### src/rtl/sync_fifo_param.sv
// sync_fifo_param: parametrised single-clock FIFO with registered status flags.
//
// Words are written on wr_en and read on rd_en. Read data is registered: dout and dout_valid
// change on the edge after rd_en is sampled. full, empty, almost_full and almost_empty are
// registered from the next count, so they always agree with count. overflow and underflow
// are sticky until err_clr or rst. flush empties the FIFO without touching the storage,
// dout or the error flags.
//
// Ports:
//   clk          clock, rising edge
//   rst          synchronous active-high reset
//   flush        synchronous clear of pointers and count
//   wr_en, din   write request and data
//   rd_en        read request
//   dout         registered read data
//   dout_valid   dout was loaded by a read accepted on the previous edge
//   full, empty, almost_full, almost_empty   registered status flags
//   count        occupancy, 0..DEPTH
//   overflow     sticky: a write was rejected
//   underflow    sticky: a read was rejected
//   err_clr      clears overflow and underflow
module sync_fifo_param #(
    parameter int unsigned DATA_W    = 9,
    parameter int unsigned DEPTH     = 8,
    parameter int unsigned AFULL_TH  = DEPTH - 2,
    parameter int unsigned AEMPTY_TH = 2,
    localparam int unsigned AW       = $clog2(DEPTH)
) (
    input  logic              clk,
    input  logic              rst,
    input  logic              flush,
    input  logic              wr_en,
    input  logic [DATA_W-1:0] din,
    input  logic              rd_en,
    output logic [DATA_W-1:0] dout,
    output logic              dout_valid,
    output logic              full,
    output logic              empty,
    output logic              almost_full,
    output logic              almost_empty,
    output logic [AW:0]       count,
    output logic              overflow,
    output logic              underflow,
    input  logic              err_clr
);

    localparam logic [AW:0] DepthC   = (AW + 1)'(DEPTH);
    localparam logic [AW:0] AfullC   = (AW + 1)'(AFULL_TH);
    localparam logic [AW:0] AemptyC  = (AW + 1)'(AEMPTY_TH);
    localparam logic [AW:0] CountOne = (AW + 1)'(1);
    localparam logic [AW-1:0] PtrOne = AW'(1);

    logic [DATA_W-1:0] mem_q [DEPTH];

    logic [AW-1:0]     wr_ptr_q, wr_ptr_d;
    logic [AW-1:0]     rd_ptr_q, rd_ptr_d;
    logic [AW:0]       count_q, count_d;
    logic              full_q, full_d;
    logic              empty_q, empty_d;
    logic              afull_q, afull_d;
    logic              aempty_q, aempty_d;
    logic [DATA_W-1:0] dout_q, dout_d;
    logic              dout_valid_q, dout_valid_d;
    logic              overflow_q, overflow_d;
    logic              underflow_q, underflow_d;

    logic              rd_ok;
    logic              wr_ok;

    // A write into a full FIFO is allowed only when a read frees a slot on the same edge.
    // A read from an empty FIFO is always rejected, so there is no fall-through.
    assign rd_ok = rd_en & ~empty_q;
    assign wr_ok = wr_en & (~full_q | rd_ok);

    always_comb begin
        wr_ptr_d     = wr_ptr_q;
        rd_ptr_d     = rd_ptr_q;
        count_d      = count_q;
        dout_d       = dout_q;
        dout_valid_d = 1'b0;
        overflow_d   = overflow_q;
        underflow_d  = underflow_q;

        if (flush) begin
            // Requests are ignored during flush and raise no error flags.
            wr_ptr_d = '0;
            rd_ptr_d = '0;
            count_d  = '0;
        end else begin
            if (wr_ok) begin
                wr_ptr_d = wr_ptr_q + PtrOne;
            end
            if (rd_ok) begin
                rd_ptr_d     = rd_ptr_q + PtrOne;
                dout_d       = mem_q[rd_ptr_q];
                dout_valid_d = 1'b1;
            end
            case ({wr_ok, rd_ok})
                2'b10:   count_d = count_q + CountOne;
                2'b01:   count_d = count_q - CountOne;
                default: count_d = count_q;
            endcase
            if (wr_en && !wr_ok) begin
                overflow_d = 1'b1;
            end
            if (rd_en && !rd_ok) begin
                underflow_d = 1'b1;
            end
        end

        // Clearing wins over a set event on the same edge.
        if (err_clr) begin
            overflow_d  = 1'b0;
            underflow_d = 1'b0;
        end

        full_d   = (count_d == DepthC);
        empty_d  = (count_d == '0);
        afull_d  = (count_d >= AfullC);
        aempty_d = (count_d <= AemptyC);
    end

    always_ff @(posedge clk) begin
        if (rst) begin
            wr_ptr_q     <= '0;
            rd_ptr_q     <= '0;
            count_q      <= '0;
            full_q       <= 1'b0;
            empty_q      <= 1'b1;
            afull_q      <= 1'b0;
            aempty_q     <= 1'b1;
            dout_q       <= '0;
            dout_valid_q <= 1'b0;
            overflow_q   <= 1'b0;
            underflow_q  <= 1'b0;
        end else begin
            wr_ptr_q     <= wr_ptr_d;
            rd_ptr_q     <= rd_ptr_d;
            count_q      <= count_d;
            full_q       <= full_d;
            empty_q      <= empty_d;
            afull_q      <= afull_d;
            aempty_q     <= aempty_d;
            dout_q       <= dout_d;
            dout_valid_q <= dout_valid_d;
            overflow_q   <= overflow_d;
            underflow_q  <= underflow_d;
        end
    end

    // Storage is deliberately not reset.
    always_ff @(posedge clk) begin
        if (!rst && !flush && wr_ok) begin
            mem_q[wr_ptr_q] <= din;
        end
    end

    assign dout         = dout_q;
    assign dout_valid   = dout_valid_q;
    assign full         = full_q;
    assign empty        = empty_q;
    assign almost_full  = afull_q;
    assign almost_empty = aempty_q;
    assign count        = count_q;
    assign overflow     = overflow_q;
    assign underflow    = underflow_q;

endmodule

### config.mk
export PLATFORM = sky130hd
export DESIGN_NAME = sync_fifo_param
export DESIGN_NICKNAME = d
export VERILOG_FILES = /design/src/rtl/sync_fifo_param.sv
export SDC_FILE = /design/constraint.sdc
export NUM_CORES = 1
export LEC_CHECK = 0
export ABC_AREA = 1
export CORE_UTILIZATION = 44
export CTS_CLUSTER_SIZE = 16
export DETAILED_ROUTE_END_ITERATION = 8
export PLACE_DENSITY = 0.66
export REMOVE_ABC_BUFFERS = 1
export SLEW_MARGIN = 20
export SYNTH_ARGS = -nofsm -noshare
export SYNTH_HDL_FRONTEND = slang
export SYNTH_SLANG_ARGS = --single-unit
### constraint.sdc
create_clock -name clk -period 2.58 [get_ports clk]
set_input_delay 0.774 -clock clk [delete_from_list [all_inputs] [get_ports clk]]
set_output_delay 0.774 -clock clk [all_outputs]
set_load 0.02 [all_outputs]
==> key figures, run 1 <==
Run status
  – Status: complete, no violations

Final layout
  – Filler cell count: 736
  – Commonest non-fill, non-tap cell in the layout: nor2_1
  – Commonest cells after routing, fill and taps aside: nor2_1, edfxtp_1, o21ai_0
  – Antenna Cells: 0
  – Share of layout cells above drive strength 1: between 10% and 20%
  – Final instance area: 4830 um^2
  – Layout Nets: around 430
  – Synth-to-layout area growth: 21.6%
  – Final core occ: 55.4%

CTS
  – H-tree levels: 3
  – TritonCTS clock tree: done
  – # hold bufs at CTS: 0
  – CTS root buf: clkbuf_8
  – Clk_lat worst skew: 0.36 ns
  – Cts bufs inserted: 9
  – Sink Count: 98
  – Worst-path clk slew: roughly 0.090 ns
  – Maximum clock path buffer count: 2

Detailed routing
  – Initial DRC Count: 197
  – Antenna-violating nets left: 0
  – # DRC: 0
  – Post-DR wirelength/cell: ~17 um
  – TritonRoute pass-1 iters: 4
  – Post-DR vias/cell: 5.32
  – Total number of vias: 2802
  – Final WL: 8.79 mm

Yosys
  – Post-Synthesis Cells: roughly 350
  – Synth Warn #: 0
  – Cell Area, Synth: 3970 um^2
  – Syn Area/Cell: between 10 and 15 um^2
  – Seq/Total Area, Yosys: 67.5%
  – Seq cells post-synth: 98
  – Post-synth cell types: 28

Timing
  – Setup Skew: 0.0167 ns
  – Slew HR: 59.6%
  – Hold Fails Final Rpt: 0
  – Post-route minimum period: 2.32 ns
  – Setup TNS Final: 0 ns
  – FMAX: 430 MHz
  – RSZ-0062 raised after global routing: no
  – Worst-Margin Slew: roughly 0.60 ns
  – Final setup violation count: 0
  – Fin crit share: 90.1%
  – Final Slew Violations: 0
  – Slack of the critical path: 0.256 ns

Placement
  – Gpl congestion: just over 0.8
  – Post-placement cell area: ~4600 um^2
  – Place WS: -0.527 ns
  – Port Buf Inserts: 34
  – Dpl hpwl: 5.50 mm

Die
  – Core ar.: 8720 um^2
  – Die Ht: 97.0 um
  – Top Ports: 35
  – Initial Utilization: 45.5%
  – Row count: 34
  – Die area: 9410 um^2
  – Die Wd: 97.0 um

Global route
  – Initial antenna violation count: 0
  – First-pass GRT wire length: 13.8 mm
  – Number of global-route vias before repair: about 2700
  – Gr usage total: 19.4%
  – Grt ovf: 0
  – Largest net degree at the start of global routing: 39

Setup path
  – Critical Path AT: 2.58 ns
  – R2R Setup Slk: 0.54 ns
  – Startpoint types: input port
  – Critical Path Sink Type: register
  – CP max FO: 5
  – Worst Setup Path Type: input port to register
  – CP required: 2.83 ns

Flow run
  – Max-cap violations: 0

Power
  – Static Leak: between 1.5 and 2 nW
  – Pwr per Cell Area: 672 nW/um^2
  – Peak supply drop: 0.000306 V

Worst hold path
  – Worst hold path class: register to register
cell usage after synthesis:
master,instances,area [um^2]
ha_1,5,62.6
buf_6,5,56.3
clkinv_1,1,3.75
nand2_2,2,12.5
nor3_1,6,30.0
nor2_2,1,6.26
xor2_1,1,8.76
nand2_4,2,22.5
o21ai_1,5,25.0
nand4_1,1,6.26
o211ai_1,17,128
inv_1,17,63.8
or2_1,1,6.26
edfxtp_1,72,2160
nor2_4,2,22.5
a21oi_1,19,95.1
clkbuf_1,2,7.51
nand2_1,24,90.1
o211ai_2,1,12.5
inv_2,3,11.3
buf_4,3,22.5
nand3_1,15,75.1
a31oi_1,1,6.26
or2_2,1,6.26
dfxtp_1,26,521
nor2_1,74,278
buf_2,5,25.0
o21ai_0,41,205
power by group:
group	internal [mW]	switching (mW)
Clock	0.550	0.527
Sequential	1.72	0.0252
Combinational	0.174	0.245
Total	2.45	0.796
path summary, 6_finish.rpt:
kind,startpoint,end,cells after the start
min reg2reg,overflow,overflow,2
max reg2reg,empty,empty,12
min,overflow,overflow,2
max,wr_en,empty,11
critical path: stages:
cell             delay [ns]
clkdlybuf4s50_1        0.53
nand2_4                0.06
ha_2                   0.18
nor2_1                 0.12
nor2_2                 0.06
ha_2                   0.31
nor2_1                 0.04
nor2_1                 0.16
o21ai_2                0.12
a21oi_2                0.15
nor2_1                 0.07
cell type report:
type | instances | area (um^2) | area share, %
flip-flops and latches | 98 | 2680 | 55.5
multi-input cells | 219 | 1140 | 23.6
repair buffers | 65 | 576 | 11.9
well taps | 108 | 135 | 2.80
clock buffers | 10 | 128 | 2.64
clock inverters | 6 | 88.8 | 1.84
inverters | 21 | 78.8 | 1.63
sequential cells by signal (all words and copies together), names as in the netlist:
signal,count
almost_empty,1
almost_full,1
count,4
dout,9
dout_valid,1
empty,1
full,1
mem_q,72
overflow,1
rd_ptr_q,3
underflow,1
wr_ptr_q,3
cells by family (layout without fill, tap and decap cells):
kind of cell    Yosys count  after routing  share of synthesized area (%)
flops                    98             98                           67.5
compound gates           84             84                           11.9
xor+xnor                  1              1                          0.221
fa+ha+maj                 5              5                           1.58
simple gates            129            129                           14.0
buf+inv                  36            102                           4.79
stage by stage:
stage / hold slack (ns) / instances / total power, mW
after global placement: 0.439 / 510 / 2.16
final: 0.447 / 527 / 3.24
after global routing: 0.475 / 527 / 3.38
after CTS: 0.450 / 526 / 3.26
after detailed placement: 0.436 / 510 / 2.17
after floorplan: 0.492 / 338 / 1.98
what timing repair did:
item / 4_1_cts / 5_1_grt
pin swaps: 5 / 5
cloned: 0 / 0
setup endpoints to repair: 6 / 8
setup buffers: 0 / 1
gates resized for setup: 10 / 8
per-layer routing:
layer	vias up	global-route usage [%]	routed length [um]
met5	-	0	0
met2	67	31.9	4320
met1	1360	25.2	3900
met3	11	3.47	441
li1	1364	-	-
met4	0	8.50	131
(Power assumes the default switching activity.)
==> run 2: changes to the inputs <==
--- a/config.mk
+++ b/config.mk
@@ -11,6 +11,7 @@
 export DETAILED_ROUTE_END_ITERATION = 8
 export PLACE_DENSITY = 0.66
 export REMOVE_ABC_BUFFERS = 1
+export SKIP_CTS_REPAIR_TIMING = 1
 export SLEW_MARGIN = 20
 export SYNTH_ARGS = -nofsm -noshare
 export SYNTH_HDL_FRONTEND = slang
==> run 2 against run 1 <==
  * Sequential cell count unchanged
  * Clock power about the same
  * First-iteration DRC count decreased by 7.6%
  * Routed wire length increased by 0.28%
  * Final cell count unchanged
  * Worst setup slack improved by 0.0010 ns
  * Largest cell class unchanged
==> key figures, run 2 (synthesis results as in run 1) <==
Setup path
  – Critical Path Sink Type: register
  – Critical Path AT: 2.57 ns (about the same)
  – Most frequent CP cell: nor2_1
  – Cell chain of the critical path: clkdlybuf4s50_1, nand2_4, ha_4, nand2_1, inv_1, nor2_4, ha_2, nor2_1, nor2_1, o21ai_2, nor3_2, nor2_1
  – CP Buf/Inv Count: 2 (+1)
  – Worst Setup Path Type: input port to register
  – Slowest Stage Delay on Critical Path: 0.47 ns (-0.06 ns)
  – Startpoint types: input port
  – Crit-path leading delay family: simple AND/OR/NAND/NOR gates
  – CP required: 2.83 ns (about the same)
  – CP max FO: 5 (unchanged)
  – Worst path slowest cell: clkdlybuf4s50_1

CTS
  – Maximum clock path buffer count: 2 (unchanged)
  – H-tree levels: 3 (unchanged)
  – Cts bufs inserted: 9 (unchanged)
  – CTS root buf: clkbuf_8
  – Worst-path clk slew: 0.09 ns (about the same)
  – Sink Count: 98 (unchanged)
  – Clk_lat worst skew: 0.36 ns (about the same)
  – TritonCTS clock tree: done

Final layout
  – Commonest non-fill, non-tap cell in the layout: nor2_1
  – Post-Layout Cell Count: 527 (unchanged)
  – Commonest cells after routing, fill and taps aside: nor2_1, edfxtp_1, o21ai_0
  – Max reg flops: 72 (unchanged)
  – Antenna Cells: 0 (unchanged)
  – Biggest register: mem_q
  – Layout Nets: 434 (unchanged)
  – Filler cell count: 725 (-1.5%)
  – Share of layout cells above drive strength 1: 17.4% (+0.95 points)
  – Synth-to-layout area growth: 22.4%

Flow run
  – Max-cap violations: 0 (unchanged)

Detailed routing
  – TritonRoute pass-1 iters: 4 (unchanged)
  – Post-DR wirelength/cell: 16.7 um (+0.28%)
  – Initial DRC Count: 182 (-7.6%)
  – Total number of vias: 2803 (+0.036%)
  – # DRC: 0 (unchanged)
  – Antenna-violating nets left: 0 (unchanged)
  – Final WL: 8.81 mm (+0.28%)
  – Post-DR vias/cell: 5.32 (about the same)

Power
  – Peak supply drop: 0.000304 V (-0.51%)
  – Overall Power: 3.25 mW (+0.26%)
  – Pwr per Cell Area: 669 nW/um^2 (-0.34%)
  – Static Leak: 1.71 nW (about the same)

Die
  – Core ar.: 8720 um^2 (unchanged)
  – Top Ports: 35 (unchanged)
  – Die Ht: 97.0 um (unchanged)
  – Row count: 34 (unchanged)
  – Initial Utilization: 45.5% (unchanged)
  – Die Wd: 97.0 um (unchanged)
  – Die area: 9410 um^2 (unchanged)

Placement
  – Dpl cells: 510 (unchanged)
  – Gpl congestion: 0.829 (unchanged)
  – Port Buf Inserts: 34 (unchanged)
  – Dpl hpwl: 5.50 mm (unchanged)

Timing
  – Slew HR: 58.4% (-1.2 points)
  – WHS: 0.447 ns (+0.000105 ns)
  – Post-route minimum period: 2.32 ns (-0.00101 ns)
  – Fin crit share: 90.0% (about the same)
  – RSZ-0062 raised after global routing: no
  – Final setup violation count: 0 (unchanged)
  – Final Slew Violations: 0 (unchanged)
  – FMAX: 430 MHz (about the same)
  – Setup TNS Final: 0 ns (unchanged)
  – Hold Fails Final Rpt: 0 (unchanged)
  – Setup Skew: 0.0178 ns (+0.00114 ns)
  – Worst-Margin Slew: 0.623 ns (+0.0179 ns)

Global route
  – Gr usage total: 19.2% (-0.13 points)
  – Number of global-route vias before repair: 2601 (-2.1%)
  – Initial antenna violation count: 0 (unchanged)
  – Largest net degree at the start of global routing: 39 (unchanged)
  – First-pass GRT wire length: 13.7 mm (-0.70%)
  – Grt ovf: 0 (unchanged)

Worst hold path
  – Worst hold path class: register to register

Run status
  – Status: complete, no violations
run 2: cell counts in the layout (fill, tap and decap cells not counted):
Identical to the previous run, type by type.
run 2: path summary, 6_finish.rpt:
check / startpoint / endpoint / slack (ns) / cells past startpoint
worst max-delay path: wr_en / almost_empty / 0.26 / 12
worst min-delay path: overflow / overflow / 0.45 / 2
worst max register to register: empty / almost_empty / 0.55 / 12
worst min register to register: overflow / overflow / 0.45 / 2
run 2: final cells by class:
cell class / instances / area (um^2) / area share (%)
Clock inverter: 6 / 88.8 / 1.83
Clock buffer: 10 / 128 / 2.63
Tap cell: 108 / 135 / 2.78
Multi-Input combinational cell: 219 / 1170 / 24.1
Sequential cell: 98 / 2680 / 55.2
Timing Repair Buffer: 65 / 576 / 11.8
Inverter: 21 / 78.8 / 1.62
run 2: per-layer routing:
| metal | global-route usage [%] | vias to the layer above | share of wire (%) |
|---|---|---|---|
| met5 | 0 | - | 0 |
| met4 | 7.35 | 0 | 0.99 |
| met3 | 3.47 | 7 | 7.2 |
| met2 | 31.8 | 89 | 49 |
| met1 | 25.3 | 1342 | 43 |
| li1 | - | 1365 | - |
run 2: through the flow:
stage	setup slack [ns]	util [%]	area, um^2
6_report	0.257	55.7	4860
3_3_place_gp	-0.448	52.3	4560
5_1_grt	0.177	55.7	4860
3_5_place_dp	-0.527	52.3	4560
4_1_cts	-0.218	54.8	4780
2_1_floorplan	-0.00107	-	3860
run 2: worst register-to-register path, cell delays in order (launching register included):
cell and delay [ns]:
dfxtp_1 0.34, or2_4 0.28, nand2_4 0.07, nand2_4 0.06, ha_4 0.17, nor2_2 0.13
nor2_4 0.05, ha_2 0.31, nor2_1 0.04, nor2_1 0.14, o21ai_2 0.12, nor3_2 0.17
nor2_1 0.07
run 2: report_power, final:
group	internal (mW)	switching (mW)	total [mW]	leakage (nW)
clock network	0.551	0.525	1.08	0.105
logic	0.179	0.250	0.428	0.745
registers	1.72	0.0253	1.75	0.860
==> run 3: changes to the inputs <==
--- a/config.mk
+++ b/config.mk
@@ -5,11 +5,10 @@
 export SDC_FILE = /design/constraint.sdc
 export NUM_CORES = 1
 export LEC_CHECK = 0
-export ABC_AREA = 1
-export CORE_UTILIZATION = 44
+export CORE_UTILIZATION = 25
 export CTS_CLUSTER_SIZE = 16
 export DETAILED_ROUTE_END_ITERATION = 8
-export PLACE_DENSITY = 0.66
+export PLACE_DENSITY = 0.41
 export REMOVE_ABC_BUFFERS = 1
 export SKIP_CTS_REPAIR_TIMING = 1
 export SLEW_MARGIN = 20
==> constraint.sdc (replaced) <==
create_clock -name clk -period 2.6 [get_ports clk]
set_input_delay 0.78 -clock clk [delete_from_list [all_inputs] [get_ports clk]]
set_output_delay 0.78 -clock clk [all_outputs]
set_load 0.02 [all_outputs]
==> run 3 against run 2 <==
  * Utilization fell by 21 points
  * Power increased by 4.8%
  * Sequential share of layout area fell by 2.2 points
  * Combinational power decreased by 60%
  * Routed wire length is 6.1% lower
  * First-iteration DRC count is 27% lower
  * Final cell count down 6.5%
  * Synthesized cell count is 33% lower
  * Largest power group unchanged
==> key figures, run 3 <==
Run status
  – Status: complete, no violations

Placement
  – Gpl congestion: 0.700 (-16%)
  – Dpl hpwl: 5.28 mm (-4.1%)
  – Port Buf Inserts: 34 (unchanged)
  – Place WS: -0.513 ns (+0.0143 ns)

Final layout
  – Commonest non-fill, non-tap cell in the layout: edfxtp_1
  – Final core occ: 34.3% (-21 points)
  – Layout Nets: 324 (-25%)
  – Antenna Cells: 0 (unchanged)
  – Biggest register: mem_q
  – Max reg flops: 72 (unchanged)
  – Synth-to-layout area growth: 32.0%
  – Filler cell count: 1436 (+98%)
  – Commonest cells after routing, fill and taps aside: edfxtp_1, clkdlybuf4s50_1, buf_4
  – Share of layout cells above drive strength 1: 27.5% (+10 points)

Die
  – Die area: 15800 um^2 (+68%)
  – Die Wd: 126 um (+30%)
  – Row count: 44 (+29%)
  – Top Ports: 35 (unchanged)
  – Core ar.: 14800 um^2 (+69%)
  – Die Ht: 126 um (+30%)
  – Initial Utilization: 26.0% (-20 points)

Timing
  – Fin crit share: 90.9%
  – Final setup violation count: 0 (unchanged)
  – RSZ-0062 raised after global routing: no
  – Setup Skew: 0.00604 ns (-0.0118 ns)
  – Slack of the critical path: 0.236 ns (-0.0211 ns)
  – Hold Fails Final Rpt: 0 (unchanged)
  – Final Slew Violations: 0 (unchanged)
  – Worst-Margin Slew: 0.797 ns (+0.175 ns)
  – Post-route minimum period: 2.36 ns
  – Slew HR: 46.8% (-12 points)
  – FMAX: 423 MHz

Setup path
  – CP max FO: 7 (+2)
  – Worst path slowest cell: or4b_4
  – Critical Path AT: 2.60 ns (+0.03 ns)
  – Worst Setup Path Type: input port to register
  – CP required: 2.83 ns (about the same)
  – Startpoint types: input port
  – Critical Path Sink Type: register
  – Cell chain of the critical path: dlymetal6s2s_1, nand2b_1, a21boi_4, inv_2, ha_4, buf_4, or4b_4, a21oi_4, a2bb2oi_4, and4b_1
  – Slowest Stage Delay on Critical Path: 0.49 ns (+0.02 ns)

Power
  – Static Leak: 1.69 nW (-1.2%)
  – Switch share: 20.2% (-4.4 points)
  – Int Pwr: 2.72 mW (+11%)
  – Net Switching: 687 uW (-14%)
  – Peak supply drop: 0.000320 V (+5.1%)
  – Flop pwr share: 49.9% (-3.9 points)
  – Pwr per Cell Area: 674 nW/um^2 (+0.63%)
  – Clock power frac: 45.1% (+12 points)
  – Combinational power share: 5.1% (-8.1 points)

Yosys
  – Seq cells post-synth: 98 (unchanged)
  – Number of synthesized flops with an enable pin: 72 (unchanged)
  – Syn Area/Cell: 16.3 um^2 (+45%)
  – Area fraction of the dominant cell type after synthesis: 56.4% (+2.0 points)
  – Synth cell count leaders: edfxtp_1, dfxtp_1, nor2_1
  – Dominant synthesized flop cell: edfxtp_1
  – Ranking of synthesized cells by area: edfxtp_1, dfxtp_1, mux4_2
  – Count leader, synth: edfxtp_1
  – Largest area contributor in the netlist: edfxtp_1
  – Synth Warn #: 0 (unchanged)
  – Ys async rst share: 0% (unchanged)
  – Seq/Total Area, Yosys: 70.0% (+2.4 points)
  – Post-synth cell types: 41 (+46%)
  – Post-Synthesis Cells: 235 (-33%)
  – Cell Area, Synth: 3830 um^2 (-3.5%)

Detailed routing
  – Final WL: 8.27 mm (-6.1%)
  – Post-DR vias/cell: 4.34 (-18%)
  – Antenna-violating nets left: 0 (unchanged)
  – Initial DRC Count: 133 (-27%)
  – # DRC: 0 (unchanged)
  – Post-DR wirelength/cell: 16.8 um (+0.38%)
  – Total number of vias: 2141 (-24%)
  – TritonRoute pass-1 iters: 6 (+2)

CTS
  – TritonCTS clock tree: done
  – CTS root buf: clkbuf_16
  – Maximum clock path buffer count: 2 (unchanged)
  – Worst-path clk slew: 0.07 ns (-0.02 ns)
  – Clk_lat worst skew: 0.34 ns (-0.02 ns)
  – H-tree levels: 3 (unchanged)
  – Cts bufs inserted: 9 (unchanged)
  – Sink Count: 98 (unchanged)

Global route
  – Largest net degree at the start of global routing: 21 (-46%)
  – Gr usage total: 11.3% (-8.0 points)
  – Initial antenna violation count: 0 (unchanged)
  – Grt ovf: 0 (unchanged)
  – First-pass GRT wire length: 13.0 mm (-5.4%)
  – Number of global-route vias before repair: 2266 (-13%)

Worst hold path
  – Worst hold path class: register to register

Flow run
  – Max-cap violations: 0 (unchanged)
run 3: final timing paths:
kind                                 to    start  depth (start not counted)  slack, ns
worst min-delay path            dout[0]  dout[0]                          2       0.46
worst max register to register     full    empty                          9       0.38
worst max-delay path               full    rd_en                         10       0.24
worst min register to register  dout[0]  dout[0]                          2       0.46
run 3: final cells by class:
type | instances | area (um^2) | share of cell area (%)
Inverter | 7 | 26.3 | 0.519
Multi-Input combinational cell | 121 | 1170 | 23.2
Clock inverter | 7 | 120 | 2.37
Tap cell | 184 | 230 | 4.55
Sequential cell | 98 | 2680 | 53.0
Clock buffer | 9 | 225 | 4.45
Timing Repair Buffer | 67 | 606 | 12.0
run 3: power by group through the flow:
stage	combinational [mW]	clock, mW	sequential (mW)
after floorplan	0.0598	0	1.74
after global placement	0.162	0	1.74
after detailed placement	0.163	0	1.74
after CTS	0.164	1.59	1.70
after global routing	0.189	1.64	1.70
final	0.172	1.54	1.70
run 3: worst max-delay path, delay by kind of cell:
family / cells / cell delay (ns)
compound gates: 3 / 0.47
buf+inv: 3 / 0.35
fa+ha+maj: 1 / 0.14
simple gates: 3 / 0.86
run 3: per-stage QoR:
step | power (mW) | std cells | TNS (ns) | cell area [um^2] | hold WS [ns]
after detailed placement | 1.90 | 477 | -12.46 | 4610 | 0.446
final | 3.41 | 493 | 0 | 5060 | 0.456
after global placement | 1.90 | 477 | -12.56 | 4610 | 0.436
after floorplan | 1.80 | 226 | -0.621 | 3780 | 0.494
after CTS | 3.45 | 493 | -0.716 | 4960 | 0.463
after global routing | 3.53 | 493 | 0 | 5060 | 0.486
run 3: layer usage:
metal | vias to the layer above | GRT usage (%) | part of all wire, %
li1 | 1035 | - | -
met3 | 11 | 2.04 | 2.7
met5 | - | 0 | 0
met2 | 32 | 18.8 | 50
met1 | 1063 | 14.1 | 45
met4 | 0 | 5.74 | 1.7
run 3: cells by family after synthesis:
family,count (synthesis),share of synthesized area [%]
AOI/OAI and AO/OA,27,4.96
xor gates and xnor gates,7,1.60
adders and majority gates,5,1.63
buffers and inverters,16,1.99
DFF,98,70.0
muxes,29,13.5
and+or+nand+nor,53,6.36
